==> src/rtl/out_sig_pkg.sv <==
// Shared definitions for the output-signature MISR: default signature
// parameters, the run-state encoding and the fold chunk-count helper.
package out_sig_pkg;

  localparam int          SIG_W = 32;
  localparam logic [31:0] POLY  = 32'h04C11DB7;
  localparam logic [31:0] SEED  = 32'hFFFFFFFF;

  typedef enum logic [1:0] {
    IDLE,
    RUN,
    DONE
  } state_e;

  // Number of sig_w-wide chunks needed to cover an in_w-bit sample.
  function automatic int fold_width(input int in_w, input int sig_w = SIG_W);
    return (in_w + sig_w - 1) / sig_w;
  endfunction

endpackage

==> src/rtl/misr_fold.sv <==
// Combinational MISR step: XOR-folds a zero-padded sample into one
// signature-wide word and merges it into the shifted signature.
module misr_fold #(
  parameter int               IN_W  = 161,
  parameter int               SIG_W = out_sig_pkg::SIG_W,
  parameter logic [SIG_W-1:0] POLY  = out_sig_pkg::POLY
) (
  input  logic [IN_W-1:0]  sample_data_i,
  input  logic [SIG_W-1:0] sig_i,
  output logic [SIG_W-1:0] sig_next_o
);
  import out_sig_pkg::*;

  localparam int N_CHUNK = fold_width(IN_W, SIG_W);
  localparam int PAD_W   = N_CHUNK * SIG_W;

  logic [PAD_W-1:0] padded;
  logic [SIG_W-1:0] fold;

  // Fold all chunks of the padded sample, then apply one LFSR shift plus feedback.
  always_comb begin
    // NOTE: every output of this block is given a default first so no path leaves it unassigned (no latch).
    padded             = '0;
    padded[IN_W-1:0]   = sample_data_i;
    fold               = '0;
    for (int c = 0; c < N_CHUNK; c++) begin
      fold = fold ^ padded[c*SIG_W +: SIG_W];
    end
    sig_next_o = {sig_i[SIG_W-2:0], 1'b0}
               ^ (sig_i[SIG_W-1] ? POLY : '0)
               ^ fold;
  end

endmodule

==> src/rtl/out_signature_misr.sv <==
// Output-signature compactor: folds a programmed number of DUT output samples
// into a MISR and offers the final signature over a valid/ready handshake.
// Optional golden-signature comparator enabled by OUT_SIGNATURE_MISR_GOLDEN_EN.
module out_signature_misr #(
  parameter int               IN_W  = 161,
  parameter int               SIG_W = out_sig_pkg::SIG_W,
  parameter logic [SIG_W-1:0] POLY  = out_sig_pkg::POLY,
  parameter logic [SIG_W-1:0] SEED  = out_sig_pkg::SEED,
  parameter int               CNT_W = 16
) (
  input  logic             clock_0,
  input  logic             reset,
  input  logic             start,
  input  logic [CNT_W-1:0] sample_count,
  input  logic             sample_valid,
  input  logic [IN_W-1:0]  sample_data,
  output logic             busy,
  output logic             sig_valid,
  input  logic             sig_ready,
  output logic [SIG_W-1:0] signature,
`ifdef OUT_SIGNATURE_MISR_GOLDEN_EN
  input  logic [SIG_W-1:0] golden,
  output logic             mismatch,
`endif
  output logic [CNT_W-1:0] accepted
);
  import out_sig_pkg::*;

  state_e           state_q, state_d;
  logic [SIG_W-1:0] sig_q, sig_d, sig_step;
  logic [CNT_W-1:0] rem_q, rem_d;
  logic [CNT_W-1:0] acc_q, acc_d;
  logic             busy_q, sig_valid_q;
  logic             load;

  misr_fold #(
    .IN_W  (IN_W),
    .SIG_W (SIG_W),
    .POLY  (POLY)
  ) u_fold (
    .sample_data_i (sample_data),
    .sig_i         (sig_q),
    .sig_next_o    (sig_step)
  );

  // Next-state logic: run control, sample folding, counters and restart.
  always_comb begin
    state_d = state_q;
    sig_d   = sig_q;
    rem_d   = rem_q;
    acc_d   = acc_q;
    load    = 1'b0;
    unique case (state_q)
      IDLE: begin
        if (start) load = 1'b1;
      end
      RUN: begin
        if (sample_valid) begin
          sig_d = sig_step;
          rem_d = rem_q - 1'b1;
          if (acc_q != '1) acc_d = acc_q + 1'b1;
          if (rem_q == CNT_W'(1)) state_d = DONE;
        end
      end
      DONE: begin
        // A start here either restarts after a completed handshake or
        // discards an unread signature; both reload the run.
        if (start)          load    = 1'b1;
        else if (sig_ready) state_d = IDLE;
      end
      default: state_d = IDLE;
    endcase
    if (load) begin
      sig_d   = SEED;
      rem_d   = sample_count;
      acc_d   = '0;
      state_d = (sample_count == '0) ? DONE : RUN;
    end
  end

  // State and output registers; outputs are decoded from the next state so they are flops.
  always_ff @(posedge clock_0 or posedge reset) begin
    // NOTE: sequential state uses non-blocking assignments so all flops update together.
    if (reset) begin
      state_q     <= IDLE;
      sig_q       <= '0;
      rem_q       <= '0;
      acc_q       <= '0;
      busy_q      <= 1'b0;
      sig_valid_q <= 1'b0;
    end else begin
      state_q     <= state_d;
      sig_q       <= sig_d;
      rem_q       <= rem_d;
      acc_q       <= acc_d;
      busy_q      <= (state_d == RUN);
      sig_valid_q <= (state_d == DONE);
    end
  end

`ifdef OUT_SIGNATURE_MISR_GOLDEN_EN
  logic mismatch_q;
  logic done_entry;

  assign done_entry = (state_d == DONE) && ((state_q != DONE) || load);

  // Compare against golden when DONE is entered; hold in DONE, clear on leaving.
  always_ff @(posedge clock_0 or posedge reset) begin
    if (reset)               mismatch_q <= 1'b0;
    else if (done_entry)     mismatch_q <= (sig_d != golden);
    else if (state_d != DONE) mismatch_q <= 1'b0;
  end

  assign mismatch = mismatch_q;
`endif

  assign busy      = busy_q;
  assign sig_valid = sig_valid_q;
  assign signature = sig_q;
  assign accepted  = acc_q;

endmodule

==> config.mk <==
export PLATFORM = sky130hd
export DESIGN_NAME = out_signature_misr
export DESIGN_NICKNAME = d
export VERILOG_FILES = /design/src/rtl/out_sig_pkg.sv /design/src/rtl/misr_fold.sv /design/src/rtl/out_signature_misr.sv
export SDC_FILE = /design/constraint.sdc
export NUM_CORES = 1
export LEC_CHECK = 0
export BUFFER_PORTS_ARGS = -buffer_cell sky130_fd_sc_hd__buf_2
export CORE_MARGIN = 2
export CORE_UTILIZATION = 45
export CTS_CLUSTER_SIZE = 28
export DETAILED_ROUTE_END_ITERATION = 7
export MAX_ROUTING_LAYER = met4
export PLACE_DENSITY = 0.79
export SETUP_SLACK_MARGIN = 0.15
export SLEW_MARGIN = 20
export SYNTH_ARGS = -nofsm -noshare
export SYNTH_HDL_FRONTEND = slang
export SYNTH_SLANG_ARGS = --single-unit
==> constraint.sdc <==
create_clock -name clock_0 -period 2 [get_ports clock_0]
set_input_delay 0 -clock clock_0 [delete_from_list [all_inputs] [get_ports clock_0]]
set_output_delay 0 -clock clock_0 [all_outputs]
set_load 0.05 [all_outputs]
==> impl_metrics.tcl <==
set metrics [dict create \
    top_level_ports 232 \
    hold_viol_final 0 \
    gp_congestion 0.878 \
    synth_cells 500 \
    relSlewSlack_pct 52.3 \
    reg2reg_depth 4 \
    pre_cts_ws_ns 0.154 \
    grt_pass1_vias 4705 \
    yosysWarnings 0 \
    status "finished clean" \
    vias_per_cell 5.15 \
    peakVddDrop_mv 0.747 \
    drv_slew 0 \
    start_util_pct 45.9 \
    fin_area_um2 6470 \
    die_area_um2 11300 \
    grt_max_degree 45 \
    muxShareOfSynthArea_pct 1.07 \
    worstPathMaxFanout 6 \
    clockBufferDepth 2 \
    worst_pin_slew_ns 0.714 \
    synth_top_area_share_pct 36.2 \
    clkSlewWorstSetupHoldPaths_ns 0.08 \
    cts_inserted_buffers 9 \
    finalSetupTns_ns 0 \
    worst_hold_startpoint "sample_data[50]" \
    min_to "signature[18]" \
    yosysMostFrequentCell "xnor2_1" \
    worst-endpoint-required_ns 2.27 \
    dp_hpwl_mm 10.6 \
    drc_errors 0 \
    max_freq_mhz 560 \
    antenna_found_initial 0 \
    regArea_um2 1710 \
    p_leak_nw 2.78 \
    ys.flop_type "dfrtp_1" \
    clk_latency_ns 0.35 \
    io_buffers 231 \
    synth_edf_count 0 \
    cpPeakStageDelay_ns 0.55 \
    placed_cell_area_um2 6080 \
    setup_viol 0 \
    syn_area_um2 4700 \
    grt_pass1_wl_mm 21.3 \
    routed_wl_mm 13.3 \
    rsz0062_at_grt "yes" \
    synth-async-reset-ratio_pct 100 \
    gr-usage-all-layers_pct 24.4 \
    clockRootBuffer "clkbuf_8" \
    drt_iter0_markers 215 \
    synth_area_leaders "dfrtp_1 36%, xnor2_1 30%, o21ai_0 8.5%, xor2_1 3.5%, nand2_1 2.1%" \
    synthXorXnorAreaFrac_pct 33.8 \
    synthAdderAreaFrac_pct 0.799 \
    synth_compound_area_share_pct 14.3 \
    num_rows 37 \
    totalPowerFinal_mw 8.66 \
    antenna_left 0 \
    crit_chain "and4_1 -> or4_4 -> or3_1 -> a21oi_1" \
    avgSynthCellArea_um2 9.39 \
    finalCritPeriodShare_pct 89.2 \
    arrival_ns 2.06 \
    dieWidth_um 106 \
    drive_gt1_share_pct 37.6 \
    vias 4604 \
    yosysTopAreaCell "dfrtp_1" \
    fin_skew_ns 0.00970 \
    syn_to_final_growth_pct 37.9 \
    syn_nets 685 \
    overflow 0 \
    min_path_cells 4 \
    yosysSeqAreaShare_pct 36.2 \
    yosys.area_share.simple_pct 11.5 \
    p_per_area_nw_per_um2 1340 \
    ff2ff_setup_slack_ns 0.22 \
    cp-end-kind "register" \
    worst_slack_ns 0.215 \
    holdWs_ns 0.0488 \
    drt_first_pass_iters 4 \
    hp-class "input pin to register" \
    multi_input_area_um2 2920 \
    r2r_end "accepted[12]" \
    drv_cap 0 \
    fin_nets 938 \
    synth_top_family_by_area "XOR/XNOR gates" \
    cp_slowest_cell "or4_4" \
    synthDistinctLibCells 44 \
    coreArea_um2 10200 \
    post_drt_wl_per_cell_um 14.9 \
    fillers 898 \
    worstReg2RegStart "accepted[14]" \
    chipHeight_um 106 \
    critPathKind "register to register" \
    cts_tree "yes" \
    synth_common_cells "162 x xnor2_1, 80 x o21ai_0, 68 x dfrtp_1" \
    antenna_cells 0 \
    htree_num_levels 3 \
    period_needed_ns 1.78 \
    ys_ff_latch 68 \
    worst_setup_path_start_kind "register" \
    clock-sinks 68 \
]
## sequential cells by signal, indices dropped and copies added (netlist names)
register   cells
accepted      16
busy           1
rem_q         16
sig_valid      1
signature     32
state_q        2
## where the power goes
group | switching [mW] | internal [mW] | leakage (nW)
combinational | 3.05 | 1.90 | 1.87
sequential | 0.617 | 1.95 | 0.812
clock | 0.536 | 0.607 | 0.0983
## placed cells by master, fill, tap and decap left out, types with 2 or more instances in the layout
cell type	synthesis	final
nand3b_1	2	2
nor4_1	9	9
o311ai_0	3	3
or4_1	4	4
inv_1	5	4
dfrtp_2	0	9
or3_1	4	4
nand2b_1	3	3
nor2_1	15	15
xor2_1	19	19
o21a_1	3	3
clkbuf_8	0	10
clkinvlp_4	0	2
and4b_1	2	2
clkinv_2	0	2
buf_4	0	17
mux2i_1	5	5
nand4_1	4	4
o21ai_0	80	80
a21oi_1	6	6
o31ai_1	4	4
dfrtp_1	68	59
dlygate4sd3_1	0	17
nand2_1	26	26
and4_1	2	2
ha_1	3	2
a31oi_1	8	8
nor3_1	4	3
nand3_1	13	13
xnor2_1	162	162
o211ai_1	3	3
buf_2	4	231
or2_2	2	2
o41ai_1	2	2
## critical path, delay by kind of cell, from the launching register on
family	cells	cell delay, ns
DFF	1	0.43
AOI/OAI and AO/OA	1	0.16
and+or+nand+nor	3	1.13
## worst max-delay path by stage
stage,from,end,slack [ns],cells past startpoint
2_1_floorplan,accepted[0],accepted[12],0.08,5
3_3_place_gp,state_q[1],accepted[12],0.26,4
3_5_place_dp,state_q[0],accepted[12],0.15,4
4_1_cts,state_q[1],accepted[12],0.16,4
5_1_grt,rem_q[8],sig_valid,0.14,4
6_report,accepted[14],accepted[12],0.22,4
## layout make-up
type,count,area share [%]
clock buffers,10,2.13
clock inverters,6,0.986
inverters,5,0.290
multi-input cells,404,45.1
flip-flops and latches,68,26.5
well taps,136,2.63
repair buffers,265,22.5
## per-stage QoR
stage	std cells	util, %
floorplan	500	-
global placement	860	59.4
detailed placement	860	59.4
CTS	893	63.1
global route	894	63.3
finish	894	63.3
## per-layer routing
metal	track usage, %	part of all wire [%]	vias up
met1	26.3	38	2173
met5	-	0	-
li1	-	-	2229
met3	3.43	5.6	19
met4	7.52	1.6	0
met2	46.2	55	183
## logic make-up (layout without fill, tap and decap cells)
| kind of cell | count (synthesis) | in the layout |
|---|---|---|
| XOR/XNOR | 181 | 181 |
| AO/OA/AOI/OAI | 117 | 117 |
| AND/OR/NAND/NOR | 98 | 98 |
| flip-flops | 68 | 68 |
| buffers and inverters | 28 | 286 |
| multiplexers | 5 | 5 |
| adder cells (fa/ha/maj) | 3 | 3 |
## timing repair
item                                    CTS  global route
endpoints found under the hold margin    48             0
endpoints found under the setup margin    2            10
pin swaps                                 0             1
hold buffers                             17             0
resized for setup                         1             2
buffers inserted                          0             1
Power figures use the tool's default switching activity.
